<file path="config.mk">
export PLATFORM = sky130hd
export DESIGN_NAME = adder_seq
export DESIGN_NICKNAME = d
export VERILOG_FILES = /design/src/rtl/adder_seq_pkg.sv /design/src/rtl/adder_seq_add_slice.sv /design/src/rtl/adder_seq.sv
export SDC_FILE = /design/constraint.sdc
export NUM_CORES = 1
export LEC_CHECK = 0
export CAP_MARGIN = 0
export CORE_UTILIZATION = 40
export CTS_BUF_LIST = sky130_fd_sc_hd__clkbuf_8
export CTS_CLUSTER_DIAMETER = 100
export DETAILED_ROUTE_END_ITERATION = 8
export PLACE_DENSITY = 0.65
export SKIP_CTS_REPAIR_TIMING = 1
export SLEW_MARGIN = 30
export SYNTH_ARGS = -nofsm -noshare
export SYNTH_HDL_FRONTEND = slang
export SYNTH_SLANG_ARGS = --single-unit
</file>
<file path="constraint.sdc">
create_clock -name clk -period 3.8 [get_ports clk]
set_input_delay 0.38 -clock clk [delete_from_list [all_inputs] [get_ports clk]]
set_output_delay 0.38 -clock clk [all_outputs]
set_load 0.005 [all_outputs]
</file>
<file path="src/rtl/adder_seq_pkg.sv">
// adder_seq_pkg: shared types, default sizes and helpers for the adder_seq slice.
// Latency: n/a (declarations only).
// Backpressure: n/a.
package adder_seq_pkg;

  // Sequencer states: waiting for operands, walking slices, holding the result.
  typedef enum logic [1:0] {
    IDLE = 2'd0,
    RUN  = 2'd1,
    DONE = 2'd2
  } state_t;

  localparam int DEF_WIDTH  = 8;
  localparam int DEF_NSLICE = 4;

  // Slice index width; a single-slice build still needs a 1-bit counter.
  function automatic int idx_width(input int n);
    return (n <= 1) ? 1 : $clog2(n);
  endfunction

endpackage

</file>
<file path="src/rtl/adder_seq_add_slice.sv">
// add_slice: one WIDTH-bit adder with carry in and carry out.
// Latency: combinational.
// Backpressure: none.
module add_slice #(
  parameter int WIDTH = 8
) (
  input  logic [WIDTH-1:0] a,
  input  logic [WIDTH-1:0] b,
  input  logic             ci,
  output logic [WIDTH-1:0] s,
  output logic             co
);

  logic [WIDTH:0] w_full;

  // Add at WIDTH+1 bits so the top bit is the slice carry.
  assign w_full = {1'b0, a} + {1'b0, b} + {{WIDTH{1'b0}}, ci};
  assign s      = w_full[WIDTH-1:0];
  assign co     = w_full[WIDTH];

endmodule

</file>
<file path="src/rtl/adder_seq.sv">
// adder_seq: NSLICE*WIDTH-bit add, one WIDTH-bit slice per clock through a single add_slice.
// Latency: out_valid rises NSLICE cycles after the accept edge; initiation interval NSLICE+2.
// Backpressure: result held in DONE until out_ready; in_ready low outside IDLE.
// Optional: define ADDER_SEQ_SUB_EN for a 'sub' input that computes a-b (cout=1 means no borrow).
module adder_seq
  import adder_seq_pkg::*;
#(
  parameter int WIDTH  = DEF_WIDTH,
  parameter int NSLICE = DEF_NSLICE
) (
  input  logic                    clk,
  input  logic                    rst_n,
  input  logic                    in_valid,
  output logic                    in_ready,
  input  logic [NSLICE*WIDTH-1:0] a,
  input  logic [NSLICE*WIDTH-1:0] b,
  input  logic                    cin,
`ifdef ADDER_SEQ_SUB_EN
  input  logic                    sub,
`endif
  output logic                    out_valid,
  input  logic                    out_ready,
  output logic [NSLICE*WIDTH-1:0] s,
  output logic                    cout,
  output logic                    busy
);

  localparam int TW = NSLICE * WIDTH;
  localparam int IW = idx_width(NSLICE);
  localparam logic [IW-1:0] LAST_IDX = IW'(NSLICE - 1);

  state_t           r_state;
  state_t           w_state_nxt;
  logic [TW-1:0]    r_a;
  logic [TW-1:0]    r_b;
  logic [TW-1:0]    r_s;
  logic [IW-1:0]    r_idx;
  logic             r_carry;
  logic             r_cout;

  logic             w_accept;
  logic             w_last;
  logic [TW-1:0]    w_b_cap;
  logic             w_c_cap;
  logic [WIDTH-1:0] w_a_slc;
  logic [WIDTH-1:0] w_b_slc;
  logic [WIDTH-1:0] w_sum;
  logic             w_co;

  // Subtraction is a + ~b + 1, so it only changes what gets captured.
`ifdef ADDER_SEQ_SUB_EN
  assign w_b_cap = sub ? ~b : b;
  assign w_c_cap = sub ? 1'b1 : cin;
`else
  assign w_b_cap = b;
  assign w_c_cap = cin;
`endif

  assign w_accept = in_valid && (r_state == IDLE);
  assign w_last   = (r_idx == LAST_IDX);

  // Pick the operand slices addressed by the current index.
  always_comb begin
    w_a_slc = '0;
    w_b_slc = '0;
    for (int k = 0; k < NSLICE; k++) begin
      if (r_idx == IW'(k)) begin
        w_a_slc = r_a[k*WIDTH +: WIDTH];
        w_b_slc = r_b[k*WIDTH +: WIDTH];
      end
    end
  end

  add_slice #(
    .WIDTH (WIDTH)
  ) u_add_slice (
    .a  (w_a_slc),
    .b  (w_b_slc),
    .ci (r_carry),
    .s  (w_sum),
    .co (w_co)
  );

  // State register.
  always_ff @(posedge clk) begin
    if (!rst_n) r_state <= IDLE;
    else        r_state <= w_state_nxt;
  end

  // Next state and state-decoded handshake outputs.
  always_comb begin
    w_state_nxt = r_state;
    in_ready    = 1'b0;
    out_valid   = 1'b0;
    busy        = 1'b0;
    case (r_state)
      IDLE: begin
        in_ready = 1'b1;
        if (in_valid) w_state_nxt = RUN;
      end
      RUN: begin
        busy = 1'b1;
        if (w_last) w_state_nxt = DONE;
      end
      DONE: begin
        busy      = 1'b1;
        out_valid = 1'b1;
        if (out_ready) w_state_nxt = IDLE;
      end
      default: w_state_nxt = IDLE;
    endcase
  end

  // Operand capture on accept, then one slice written per RUN cycle.
  always_ff @(posedge clk) begin
    if (!rst_n) begin
      r_a     <= '0;
      r_b     <= '0;
      r_s     <= '0;
      r_idx   <= '0;
      r_carry <= 1'b0;
      r_cout  <= 1'b0;
    end else if (w_accept) begin
      r_a     <= a;
      r_b     <= w_b_cap;
      r_carry <= w_c_cap;
      r_idx   <= '0;
    end else if (r_state == RUN) begin
      for (int k = 0; k < NSLICE; k++) begin
        if (r_idx == IW'(k)) r_s[k*WIDTH +: WIDTH] <= w_sum;
      end
      r_carry <= w_co;
      if (w_last) r_cout <= w_co;
      else        r_idx  <= r_idx + IW'(1);
    end
  end

  assign s    = r_s;
  assign cout = r_cout;

endmodule

</file>
======== Word level (Yosys, flattened, before mapping) ========
Index checks and enable logic that the tools add are counted.
cells by class
  reduce and logical (&&, ||, !) cells .... 12
  bitwise gates (word level) .............. 3
  eq/ne operators ......................... 8
  mux-type cells .......................... 17
  add/sub/neg operators ................... 3
operator list
  operator             number
  $mux 8               8
  $reduce_and 3->1     5
  $add 8x8->9          1
  $add 9x1->9          1
  $eq 2x2->1 const B   3
  $mux 2               3
  $ne 2x2->1 const B   3
  $pmux 2 s3           1
  $mux 1               5
  $eq 2x1->1 const B   2
  $logic_not 2->1      2
  $reduce_or 2->1      2
  $not 1->1            3
  $add 2x1->2 const B  1
  $reduce_and 2->1     1
  $reduce_bool 2->1    1
  $logic_and 1x1->1    1
storage, ports and cells
  output and inout bits ................... 36
  bits in registers ....................... 102

======== Longest topological paths before layout ========
  depth after elaboration ................. 9
  gate-level depth with buffers ........... 13
  depth with buffers taken out ............ 12

======== Modules after synthesis ========
A second synthesis with hierarchy kept.
unflattened totals
  cell total of the unflattened synthesis .. 602
  area, all modules ....................... 4869.7 µm²
modules (own cells, without submodules)
  module     cells each  area an instance (µm²)  instances
  adder_seq  562         4538.1                  1
  add_slice  40          331.6                   1

======== Worst setup path after synthesis ========
OpenSTA, ideal clock, no wires.
  path kind ............................... register to register
  start point ............................. register r_idx[0]
  end point ............................... register r_carry
  setup slack ............................. 1020 ps
  period minus slack after synthesis ...... 2780 ps
  cell stages (with the launch flop) ...... 14
  arrival ................................. 2699 ps
  setup time .............................. 81 ps
  required time ........................... 3719 ps
  cells stage by stage .................... dfxtp_1 > inv_1 > ha_1 > clkbuf_1 > buf_2 > nor2b_1 > nor3_1 > a21oi_1 > fa_1 > fa_1 > nor2b_4 > o31a_1 > o211ai_1 > a41oi_1
on the way
  cells in the longest elaborated chain, start to end .. 9
  elaborated cells on any way between the ends .. 16
RTL lines
  what                      RTL line                   text
  start: declaration        adder_seq.sv:37            logic [IW-1:0] r_idx;
  start signal: assignment  adder_seq.sv:134           else r_idx <= r_idx + IW'(1);
  $logic_not 2->1           adder_seq.sv:67            if (r_idx == IW'(k)) begin
  $mux 8 (4 in a row)       adder_seq.sv:67
  $add 8x8->9 (*)           adder_seq_add_slice.sv:17  assign w_full = {1'b0, a} + {1'b0, b} + {{WIDTH{1'b0}}, ci};
  $add 9x1->9 (*)           adder_seq_add_slice.sv:17
  $mux 1 (*)                adder_seq.sv:128           end else if (r_state == RUN) begin
  $mux 1 (*)                adder_seq.sv:123           end else if (w_accept) begin
  end signal: assignment    adder_seq.sv:126           r_carry <= w_c_cap;
  end signal: assignment    adder_seq.sv:132           r_carry <= w_co;
  end: declaration          adder_seq.sv:38            logic r_carry;
Mark *: on every way between the ends. The rest lies on a longest branch, timed or not. The select of a mux whose other input is x is not followed.
A chain may end at the register's enable or synchronous reset.

======== Worst setup path after layout ========
  start point ............................. register r_idx[1]
  end point ............................... register r_s[6] (netlist: s[6])
on the way
  cells in the longest elaborated chain, start to end .. 7
  elaborated cells on any way between the ends .. 15
RTL lines
  what                            RTL line                           text
  $logic_not 2->1                 adder_seq.sv:67, adder_seq.sv:130
  $mux 8 (4 in a row)             adder_seq.sv:67
  $add 8x8->9                     adder_seq_add_slice.sv:17
  $add 9x1->9                     adder_seq_add_slice.sv:17
  end signal: indexed assignment  adder_seq.sv:130                   if (r_idx == IW'(k)) r_s[k*WIDTH +: WIDTH] <= w_sum;
  end: declaration                adder_seq.sv:36                    logic [TW-1:0] r_s;
Several ways; a longest one is shown, not always the timed one.

==> results.tsv <==
stage	metric	value	unit
worst_setup_path	Critical Path Sink Type	register	
worst_setup_path	CP peak stage delay	0.55	ns
floorplanning	FP Rows	39	
timing	Hold Vio Cnt, Final	0	
detailed_routing	vias	4400	
timing	Slew headroom	0.522	
yosys	Syn Nets	691	
worst_hold_path	Hold EP	s[16]	
worst_hold_path	Hold Crit Class	primary input to register	
yosys	sequential fraction of the synthesis area	0.420	
worst_setup_path	Startpoint Class	register	
timing	Max Slew Vio Count	0	
clock_tree	Clock Tree Buf Depth	2	
yosys	Post-Synthesis Cells	605	
worst_setup_path	reg2reg path depth	13	
power	Leakage	2.28	nW
yosys	Async SR Flop Fraction	0	
detailed_routing	initial drt markers	218	
placement	post-DP HPWL	9440	um
floorplanning	Die Width	112	um
detailed_routing	DRT Wirelength	12700	um
worst_setup_path	WP data required	4.04	ns
grt	maximum number of pins on one net before global-route repair	54	
final_layout	share of cells above drive strength 1	0.0422	
worst_setup_path	critical path type	register to register	
timing	clock period minus worst slack	3.38	ns
clock_tree	Reg clk slew, reported paths	0.11	ns
timing	worst-margin pin slew	0.716	ns
worst_setup_path	crit path max fanout	19	
detailed_routing	wire per inst	15.3	um
timing	period utilization	0.890	
clock_tree	CTS tree	yes	
floorplanning	I/O pin count	105	
worst_setup_path	worst r2r dst	s[6]	
power	Peak VDD IR	0.181	mV
floorplanning	Starting Density	0.418	
run_status	failing checks	DRC	
timing	Max Clock Skew	0.0158	ns
final_layout	Nets	770	
worst_setup_path	CP cell instances	inv_1, ha_1, buf_4, nor2b_1, a221oi_1, nor3_1, a21oi_1, fa_1, fa_1, nor2b_4, o31a_1, nor3_1, o31ai_1	
worst_setup_path	WP data arrival	3.62	ns
worst_setup_path	Reg2Reg Setup Slack	0.42	ns
run_status	status	finished, violations left	
yosys	ys flop type	dfxtp_1	
clock_tree	Skew-Pair Late Insertion Delay	0.37	ns
job	max-cap violations	0	
grt	vias in the first global route	4232	
grt	total global routing overflow	0	
detailed_routing	via/cell ratio	5.29	
clock_tree	H-tree depth	3	
clock_tree	CTS Buf Count	9	
grt	initial antenna violation count	0	
clock_tree	root buffer cell	clkbuf_8	
placement	IO Port Bufs	104	
final_layout	commonest cells after routing, fill and taps aside	nand2_1, clkdlybuf4s50_1, dfxtp_1	
clock_tree	Sink Count	102	
floorplanning	core area	11600	sq um
final_layout	leading cell type in the layout, fill and taps excluded	nand2_1	
worst_hold_path	worst hold stages	2	
yosys	post-synthesis register bit count	102	
yosys	Distinct cells, synth	41	
timing	final setup fails	0	
timing	f_max	296	MHz
worst_hold_path	hold path startpoint	rst_n	
floorplanning	full die area	12600	sq um
detailed_routing	Initial DRT Pass Iterations	9	
placement	GPL Wtd Cong	0.812	
worst_setup_path	slowest stage cell, crit path	ha_1	
yosys	Post-Syn Area	4860	sq um
final_layout	Ant. Diodes	0	
floorplanning	Die Span Y	112	um
grt	global-route wire length before repair	20900	um
detailed_routing	post-route ant nets	0	
yosys	synth warn	0	
yosys	Syn Area/Cell	8.03	sq um
timing	setup TNS	0	ns
detailed_routing	DRC viols	6	
final_layout	P&R area growth vs syn	25.7	%
worst_setup_path	r2r startpoint	r_idx[1]	
power	PD cells	377	nW/um^2
grt	GRT Total Usage	0.208	
timing	hold_ws	0.399	ns
yosys	EDFF count, synth	0	
timing	RSZ-0062 raised after global routing	no	
==> sequential cells by signal (all words and copies together) (netlist names) <==
register	cells
r_a	32
cout	1
r_state	2
s	32
r_idx	2
r_b	32
r_carry	1
==> worst max-delay path, delay by kind of cell, from the launching register on <==
family / cells / cell delay (ns)
and+or+nand+nor: 4 / 0.59
buffers and inverters: 2 / 0.40
adders and majority gates: 3 / 1.06
DFF: 1 / 0.34
AOI/OAI and AO/OA: 4 / 0.86
==> per-layer routing <==
metal	track usage	share of wire
met3	0.0302	0.052
met4	0.0658	0.015
met1	0.274	0.47
met5	0	0
met2	0.352	0.46
==> through the flow <==
| stage | setup slack (ns) | power, mW | cells | cell area, sq um | util |
|---|---|---|---|---|---|
| 2_1_floorplan | 1.02 | 1.50 | 605 | 4860 | - |
| 3_3_place_gp | 0.632 | 1.69 | 816 | 5940 | 0.511 |
| 3_5_place_dp | 0.473 | 1.70 | 816 | 5940 | 0.511 |
| 4_1_cts | 0.436 | 2.31 | 831 | 6110 | 0.526 |
| 5_1_grt | 0.00711 | 2.42 | 831 | 6110 | 0.526 |
| 6_report | 0.420 | 2.30 | 831 | 6110 | 0.526 |
==> cell families after synthesis <==
family,synth area share
fa+ha+maj,0.0469
xor+xnor,0.00361
buf+inv,0.0476
simple gates,0.225
flops,0.420
compound gates,0.257
==> cell type report <==
class                      instances  area [sq um]
clock buffer                       9           124
clock inverter                     6          46.3
fill                            1153          5510
inverter                          10          37.5
multi-input combinational        450          2590
sequential                       102          2040
tap                              143           179
timing repair buffer             111          1090
==> synthesized netlist by cell type, types with 4 or more instances <==
cell type | instances | share of area
a21boi_0 | 73 | 0.11
nand3_1 | 24 | 0.025
clkbuf_1 | 17 | 0.013
o21ai_0 | 18 | 0.019
ha_1 | 15 | 0.039
a221oi_1 | 4 | 0.0072
a21o_1 | 4 | 0.0062
nor3_1 | 6 | 0.0062
nand2_1 | 182 | 0.14
o21a_1 | 4 | 0.0062
o2111ai_1 | 4 | 0.0072
nor2b_1 | 10 | 0.013
buf_2 | 23 | 0.024
o211a_1 | 9 | 0.019
nand3b_1 | 12 | 0.019
nor2_1 | 6 | 0.0046
o211ai_1 | 9 | 0.014
inv_1 | 10 | 0.0077
o31ai_1 | 8 | 0.012
a21oi_1 | 33 | 0.034
o21ai_1 | 4 | 0.0041
dfxtp_1 | 102 | 0.42
==> worst max-delay path by stage <==
stage              from       to  slack (ns)  cells past startpoint
5_1_grt        r_idx[1]    s[22]       0.007                     13
3_5_place_dp   r_idx[1]     s[6]        0.47                     13
4_1_cts        r_idx[1]     s[6]        0.44                     13
6_report       r_idx[1]     s[6]        0.42                     13
2_1_floorplan  r_idx[0]  r_carry        1.02                     13
3_3_place_gp   r_idx[1]    s[22]        0.63                     13
==> where the power goes <==
group / leakage (nW) / switching, mW / internal, mW / total, mW
clock network: 0.0821 / 0.384 / 0.239 / 0.623
logic: 1.37 / 0.274 / 0.225 / 0.499
registers: 0.833 / 0.0408 / 1.14 / 1.18
No activity file was read; power rests on OpenSTA's default activity.
